--- src/rtl/bram_multibank_req_wrap.sv ---
// Request/grant front end for NUM_BANKS word-interleaved BRAM ports with an in-order response FIFO.
// Loads and stores both answer; outstanding requests are capped by a credit counter sized to the FIFO.
module bram_multibank_req_wrap #(
    parameter int ADDR_WIDTH = 10,
    parameter int DATA_WIDTH = 32,
    parameter int BE_WIDTH   = DATA_WIDTH / 8,
    parameter int NUM_BANKS  = 2,
    parameter int RD_LATENCY = 1,
    parameter int RESP_DEPTH = 4,
    localparam int BSEL_W    = (NUM_BANKS > 1) ? $clog2(NUM_BANKS) : 0,
    localparam int BANK_AW   = ADDR_WIDTH - BSEL_W
) (
    input  logic                            clk,
    input  logic                            rst,
    input  logic                            data_req_i,
    input  logic [ADDR_WIDTH-1:0]           data_add_i,
    input  logic                            data_wen_i,
    input  logic [DATA_WIDTH-1:0]           data_wdata_i,
    input  logic [BE_WIDTH-1:0]             data_be_i,
    output logic                            data_gnt_o,
    output logic                            data_r_valid_o,
    output logic [DATA_WIDTH-1:0]           data_r_rdata_o,
    input  logic                            data_r_ready_i,
    output logic [NUM_BANKS-1:0]            ENA_o,
    output logic [NUM_BANKS*BE_WIDTH-1:0]   WEA_o,
    output logic [NUM_BANKS*BANK_AW-1:0]    ADDRA_o,
    output logic [NUM_BANKS*DATA_WIDTH-1:0] DINA_o,
    input  logic [NUM_BANKS*DATA_WIDTH-1:0] DOUTA_i
);

    localparam int BIDX_W = (BSEL_W > 0) ? BSEL_W : 1;
    localparam int PTR_W  = (RESP_DEPTH > 1) ? $clog2(RESP_DEPTH) : 1;
    localparam int CNT_W  = $clog2(RESP_DEPTH + 1);

    logic                  w_gnt;
    logic [BIDX_W-1:0]     w_bank;
    logic [BANK_AW-1:0]    w_bank_addr;
    logic [NUM_BANKS-1:0]  w_sel;
    logic                  w_push;
    logic                  w_pop;
    logic                  w_valid;
    logic [DATA_WIDTH-1:0] w_push_data;

    logic [CNT_W-1:0]                   r_outstanding;
    logic [RD_LATENCY-1:0]              r_pipe_valid;
    logic [RD_LATENCY-1:0]              r_pipe_load;
    logic [RD_LATENCY-1:0][BIDX_W-1:0]  r_pipe_bank;
    logic [DATA_WIDTH-1:0]              r_fifo_mem [RESP_DEPTH];
    logic [PTR_W-1:0]                   r_wr_ptr;
    logic [PTR_W-1:0]                   r_rd_ptr;
    logic [CNT_W-1:0]                   r_count;

    function automatic logic [PTR_W-1:0] ptr_inc(input logic [PTR_W-1:0] p);
        return (p == PTR_W'(RESP_DEPTH - 1)) ? '0 : p + PTR_W'(1);
    endfunction

    generate
        if (NUM_BANKS > 1) begin : g_bsel
            assign w_bank      = data_add_i[BSEL_W-1:0];
            assign w_bank_addr = data_add_i[ADDR_WIDTH-1:BSEL_W];
        end else begin : g_nobsel
            assign w_bank      = '0;
            assign w_bank_addr = data_add_i;
        end
    endgenerate

    // Credit covers pipeline plus FIFO, so a granted request always has a FIFO slot waiting.
    assign w_gnt      = data_req_i & ~rst & (r_outstanding < CNT_W'(RESP_DEPTH));
    assign data_gnt_o = w_gnt;

    generate
        for (genvar gi = 0; gi < NUM_BANKS; gi++) begin : g_bank
            assign w_sel[gi]  = w_gnt & (w_bank == BIDX_W'(gi));
            assign ENA_o[gi]  = w_sel[gi];
            assign WEA_o[gi*BE_WIDTH +: BE_WIDTH]       = (w_sel[gi] & ~data_wen_i) ? data_be_i : '0;
            assign ADDRA_o[gi*BANK_AW +: BANK_AW]       = w_sel[gi] ? w_bank_addr : '0;
            assign DINA_o[gi*DATA_WIDTH +: DATA_WIDTH]  = w_sel[gi] ? data_wdata_i : '0;
        end
    endgenerate

    always_ff @(posedge clk or posedge rst) begin
        if (rst) begin
            r_pipe_valid <= '0;
            r_pipe_load  <= '0;
            r_pipe_bank  <= '0;
        end else begin
            r_pipe_valid[0] <= w_gnt;
            r_pipe_load[0]  <= data_wen_i;
            r_pipe_bank[0]  <= w_bank;
            for (int i = 1; i < RD_LATENCY; i++) begin
                r_pipe_valid[i] <= r_pipe_valid[i-1];
                r_pipe_load[i]  <= r_pipe_load[i-1];
                r_pipe_bank[i]  <= r_pipe_bank[i-1];
            end
        end
    end

    // The last stage lines up with DOUTA of the bank that was addressed RD_LATENCY edges ago.
    assign w_push = r_pipe_valid[RD_LATENCY-1];

    always_comb begin
        w_push_data = '0;
        for (int b = 0; b < NUM_BANKS; b++) begin
            if (r_pipe_load[RD_LATENCY-1] && (r_pipe_bank[RD_LATENCY-1] == BIDX_W'(b))) begin
                w_push_data = DOUTA_i[b*DATA_WIDTH +: DATA_WIDTH];
            end
        end
    end

    assign w_valid = (r_count != '0);
    assign w_pop   = w_valid & data_r_ready_i;

    always_ff @(posedge clk) begin
        if (w_push) begin
            r_fifo_mem[r_wr_ptr] <= w_push_data;
        end
    end

    always_ff @(posedge clk or posedge rst) begin
        if (rst) begin
            r_wr_ptr      <= '0;
            r_rd_ptr      <= '0;
            r_count       <= '0;
            r_outstanding <= '0;
        end else begin
            if (w_push) begin
                r_wr_ptr <= ptr_inc(r_wr_ptr);
            end
            if (w_pop) begin
                r_rd_ptr <= ptr_inc(r_rd_ptr);
            end
            if (w_push && !w_pop) begin
                r_count <= r_count + CNT_W'(1);
            end else if (!w_push && w_pop) begin
                r_count <= r_count - CNT_W'(1);
            end
            if (w_gnt && !w_pop) begin
                r_outstanding <= r_outstanding + CNT_W'(1);
            end else if (!w_gnt && w_pop) begin
                r_outstanding <= r_outstanding - CNT_W'(1);
            end
        end
    end

    assign data_r_valid_o = w_valid;
    assign data_r_rdata_o = w_valid ? r_fifo_mem[r_rd_ptr] : '0;

endmodule

--- config.mk ---
export PLATFORM = sky130hd
export DESIGN_NAME = bram_multibank_req_wrap
export DESIGN_NICKNAME = d
export VERILOG_FILES = /design/src/rtl/bram_multibank_req_wrap.sv
export SDC_FILE = /design/constraint.sdc
export NUM_CORES = 1
export LEC_CHECK = 0
export ABC_AREA = 1
export BUFFER_PORTS_ARGS = -buffer_cell sky130_fd_sc_hd__buf_2
export CORE_UTILIZATION = 44
export CTS_CLUSTER_SIZE = 12
export DETAILED_ROUTE_END_ITERATION = 10
export PLACE_DENSITY_LB_ADDON = 0.15
export SYNTH_ARGS = -nofsm -noshare
export SYNTH_HDL_FRONTEND = slang
export SYNTH_SLANG_ARGS = --single-unit
--- constraint.sdc ---
create_clock -name clk -period 2.9 [get_ports clk]
set_input_delay 0.29 -clock clk [delete_from_list [all_inputs] [get_ports clk]]
set_output_delay 0.29 -clock clk [all_outputs]
set_load 0.05 [all_outputs]
=== Yosys cells after proc, flatten, opt, wreduce, memory -nomap -nowiden ===
Memory sizes are Yosys's and may differ from the RTL's.
Index checks and enable logic that the tools add are counted.

* Magnitude comparators: 1
* Add/sub/neg operators: 6
* Reduce and logical (&&, ||, !) cells: 12
* Bitwise operators: 11
* Eq/ne operators: 2
* Mux-type cells: 17

{| class="wikitable"
|+ Operator list
! operator !! count
|-
| two-way mux 32 bit || 5
|-
| two-way mux 9 bit || 2
|-
| two-way mux 3 bit || 4
|-
| two-way mux 4 bit || 2
|-
| AND 1 bit || 7
|-
| adder 3 x 1 -> 3 bit, second input constant || 2
|-
| logical AND 1 bit || 6
|-
| subtractor 3 x 1 -> 3 bit, second input constant || 2
|-
| adder 2 x 1 -> 2 bit, second input constant || 2
|-
| == test 2 bit, second input constant || 2
|-
| two-way mux 2 bit || 2
|-
| inverter 1 bit || 4
|-
| nonzero test 2 bit || 2
|-
| logical NOT 1 bit || 3
|-
| less-than comparator 3 bit, second input constant || 1
|-
| nonzero test 3 bit || 1
|-
| two-way mux 1 bit || 2
|}

* Bits in writable memories: 128
* Memories kept: 1
* Flip-flop bits (word level): 13

{| class="wikitable"
|+ Memories
! name !! words !! bits a word !! read ports !! clocked after memory_dff !! wr ports !! line !! text
|-
| r_fifo_mem || 4 || 32 || 1 || 0 || 1 || 48 || <nowiki>logic [DATA_WIDTH-1:0] r_fifo_mem [RESP_DEPTH];</nowiki>
|}

=== Depth between registers and ports, before layout ===
* Depth after elaboration: 7
* Depth in mapped cells: 11

=== Worst setup path after synthesis ===
OpenSTA, ideal clock, no wires.

* Kind: in2out
* Start point: input rst
* End point: output ADDRA_o[10]
* Arrival: 1.870 ns
* Path slack: 0.740 ns
* Cell stages on the path: 6
* Buffers on the path: 1
* Cell sequence: inv_2 nand3_4 nor2_4 inv_2 buf_6 nor2_1

* Longest elaborated chain between the ends: 5

{| class="wikitable"
|+ RTL lines
! what !! line !! text
|-
| start, declared || 14 || <nowiki>input logic rst,</nowiki>
|-
| inverter 1 bit || 68 || <nowiki>assign w_gnt = data_req_i & ~rst & (r_outstanding < CNT_W'(RESP_DEPTH));</nowiki>
|-
| AND 1 bit (2 in a row) || 68 ||
|-
| AND 1 bit || 73 || <nowiki>assign w_sel[gi] = w_gnt & (w_bank == BIDX_W'(gi));</nowiki>
|-
| net ENA_o[1] || 24 || <nowiki>output logic [NUM_BANKS-1:0] ENA_o,</nowiki>
|-
| two-way mux 9 bit || 76 || <nowiki>assign ADDRA_o[gi*BANK_AW +: BANK_AW] = w_sel[gi] ? w_bank_addr : '0;</nowiki>
|-
| end, declared || 26 || <nowiki>output logic [NUM_BANKS*BANK_AW-1:0] ADDRA_o,</nowiki>
|}

The timed path passes the listed nets, and every way through them passes these cells.

=== Worst setup path in the final report ===
* Start point: input rst
* End point: output ADDRA_o[12]

* Longest elaborated chain between the ends: 5

{| class="wikitable"
|+ RTL lines
! what !! line
|-
| inverter 1 bit || 68
|-
| AND 1 bit (2 in a row) || 68
|-
| AND 1 bit || 73
|-
| two-way mux 9 bit || 76
|}

No other way between the ends.

==> flow_summary_export.csv <==
group,metric,value,unit
routing,ant_nets,0,
global_route,grt_start_max_net_pins,68,
synthesis,synth_cells,844,
worst_setup_path,r2r_setup_slack,0.83,ns
synthesis,synth_warnings,0,
routing,drc,0,
worst_setup_path,critPathKind,"input pin to output port",
timing,worst_slew_pin_slew,0.841,ns
routing,num_vias,6075,
synthesis,syn_nets,968,
layout,layout.nets,1197,
layout,utilization,57.0,%
worst_hold_path,hold_path_class,"input pin to flip-flop",
worst_setup_path,worstSetupStartpointType,"input pin",
routing,viasPerCell,4.66,
worst_setup_path,crit_path_max_fanout,41,
worst_setup_path,critPathArrivalTime,2.24,ns
worst_setup_path,r2r-start,"r_wr_ptr[0]",
global_route,grtUsageMet1,24.9,%
synthesis,synth_edf_count,128,
timing,drv_slew,0,
synthesis,yosysUniqueCellTypes,22,
floorplan,die_h,131,um
worst_setup_path,crit_chain,"dlygate4sd3_1 -> buf_2 -> inv_2 -> nand3_4 -> nor2_4 -> inv_2 -> nor2_1 -> buf_2",
floorplan,core_area,16100,um2
floorplan,boundaryPins,241,
worst_hold_path,min_to,"r_pipe_bank",
run,cap_violations,0,
global_route,grt_overflow,0,
worst_setup_path,worst_path_max_delay_cell,"dlygate4sd3_1",
pwr,p_leak,4.88,nW
synthesis,ys_seq_elements,141,
clock_network,cts_max_level,4,
run_status,outcome,"finished, final reports clean",
clock_network,clk_latency,0.41,ns
timing,min_period,2.53,ns
timing,skew,0.00949,ns
worst_hold_path,min_from,"data_add_i[0]",
routing,drtIter0Drc,333,
floorplan,die_w,131,um
global_route,grt_use_total,22.0,%
timing,hold_viol,0,
worst_setup_path,ff2ff_path_depth,5,
worst_setup_path,end_kind,"output port",
global_route,antenna_found_initial,2,
clock_network,cts_buffer_depth,2,
layout,area_growth,25.1,%
clock_network,numCtsBuffers,17,
placed_design,gp_congestion,0.820,
worst_setup_path,critPathRequiredTime,2.61,ns
clock_network,clockRootBuffer,"clkbuf_16",
timing,fin_setup_tns,0,ns
clock_network,post_cts_buffers,0,
timing,fin_crit_sh,87.3,%
placed_design,place_hpwl,12900,um
routing,wire_per_inst,14.4,um
worst_hold_path,hold_path_depth,1,
layout,layout-drive-gt1-share,28.1,%
synthesis,seq_area_frac_synth,56.8,%
layout,final_common_cell,"buf_2",
floorplan,initial_core_util,45.6,%
worst_setup_path,cp_slowest_stage_delay,0.54,ns
routing,drtPass1Iterations,5,
global_route,grt_busiest_layer,"met2",
global_route,gr-usage-met2,41.4,%
clock_network,clk_pin_slew,0.06,ns
timing,report.final.setup_viol,0,
timing,fmax,395,MHz
floorplan,dieArea,17200,um2
synthesis,synth_area,7350,um2
floorplan,rows,46,
placed_design,port_buffers,240,
layout,mostFrequentLayoutCells,"buf_2 (240), nand2_1 (185), inv_1 (184)",
global_route,met3_usage,3.63,%
pwr,p_per_area,940,nW/um2
routing,finalWirelength,18800,um
clock_network,cts_tree,"done",
pwr,ir_drop,0.613,mV
synthesis,async_reset_ff_share,9.22,%
timing,rsz0062_at_grt,"false",
global_route,grt_pass1_vias,5848,
worst_setup_path,reg2reg_to,"r_fifo_mem[2][21]",
clock_network,clock_sinks,141,
synthesis,synth_area_per_cell,8.70,um2
timing,slew_headroom,43.6,%
global_route,grt_pass1_wl,29200,um
synthesis,synth_ff_type,"edfxtp_1",
through the flow:
step	hold WS (ns)	setup slack, ns	cells	total power [mW]	instance area (um2)
6_report	0.0373	0.369	1304	8.65	9190
5_1_grt	0.0281	0.187	1304	9.10	9190
4_1_cts	0.0213	0.367	1302	8.73	9190
3_5_place_dp	0.267	0.791	1268	6.63	8590
3_3_place_gp	0.267	0.831	1268	6.60	8590
2_1_floorplan	0.111	0.740	844	5.79	7350
registers in the layout (all words and copies together) (netlist names):
register	count
r_fifo_mem	128
r_count	3
r_outstanding	3
r_rd_ptr	2
r_wr_ptr	2
r_pipe_bank	1
r_pipe_load	1
r_pipe_valid	1
power breakdown:
part	leakage, nW	switching [mW]	internal, mW
logic	3.27	3.06	0.925
registers	1.33	0.100	2.47
clock network	0.275	0.788	1.30
total	4.88	3.94	4.70
worst max-delay path, delay by kind of cell:
family / cells / cell delay (ns)
buffers and inverters: 5 / 1.46
AND/OR/NAND/NOR: 3 / 0.49
timing repair:
item	CTS	global route
hold buffers	2	0
resized for setup	0	0
hold endpoints to repair	14	0
per-layer routing:
| layer | wire (um) | vias up |
|---|---|---|
| met4 | 310 | 0 |
| met1 | 7750 | 2775 |
| met3 | 848 | 16 |
| met5 | 0 | - |
| met2 | 9890 | 207 |
| li1 | - | 3077 |
synthesized netlist by cell type (2+ instances only):
library cell / count / area, um2
inv_1: 188 / 706
nand2_1: 185 / 694
nand3_1: 131 / 656
edfxtp_1: 128 / 3840
nor2_1: 91 / 342
a21oi_1: 26 / 130
buf_2: 26 / 130
buf_6: 15 / 169
dfrtp_1: 13 / 325
inv_2: 9 / 33.8
a21oi_2: 7 / 61.3
ha_1: 7 / 87.6
buf_4: 4 / 30.0
fa_1: 2 / 40.0
nand4_1: 2 / 12.5
nor2_4: 2 / 22.5
o21ai_0: 2 / 10.0
xnor2_1: 2 / 17.5
cell type report:
cell class                 count  area, um2
timing repair buffer         255       1320
inverter                     197        739
tap                          216        270
clock buffer                  21        460
clock inverter                11        119
fill                        1459       6920
multi-input combinational    461       2110
antenna                        2       5.00
sequential                   141       4170
cell families (layout without fill, tap and decap cells):
family                     count (synthesis)  in the layout  share of synthesized area [%]
xor gates and xnor gates                   2              2                          0.239
adders and majority gates                  9              9                           1.74
buffers and inverters                    242            484                           14.5
AOI/OAI and AO/OA                         36             36                           2.81
other                                      0              2                              0
DFF                                      141            141                           56.8
and+or+nand+nor                          414            414                           23.9
worst max-delay path by stage:
stage	start	end	slack [ns]	cells past startpoint
floorplan	rst	ADDRA_o[10]	0.74	6
global placement	r_wr_ptr[0]	r_fifo_mem[2][21]	0.83	5
detailed placement	r_wr_ptr[1]	r_fifo_mem[1][4]	0.79	5
CTS	rst	ADDRA_o[12]	0.37	8
global route	rst	DINA_o[30]	0.19	8
finish	rst	ADDRA_o[12]	0.37	8
Power figures use the tool's default switching activity.
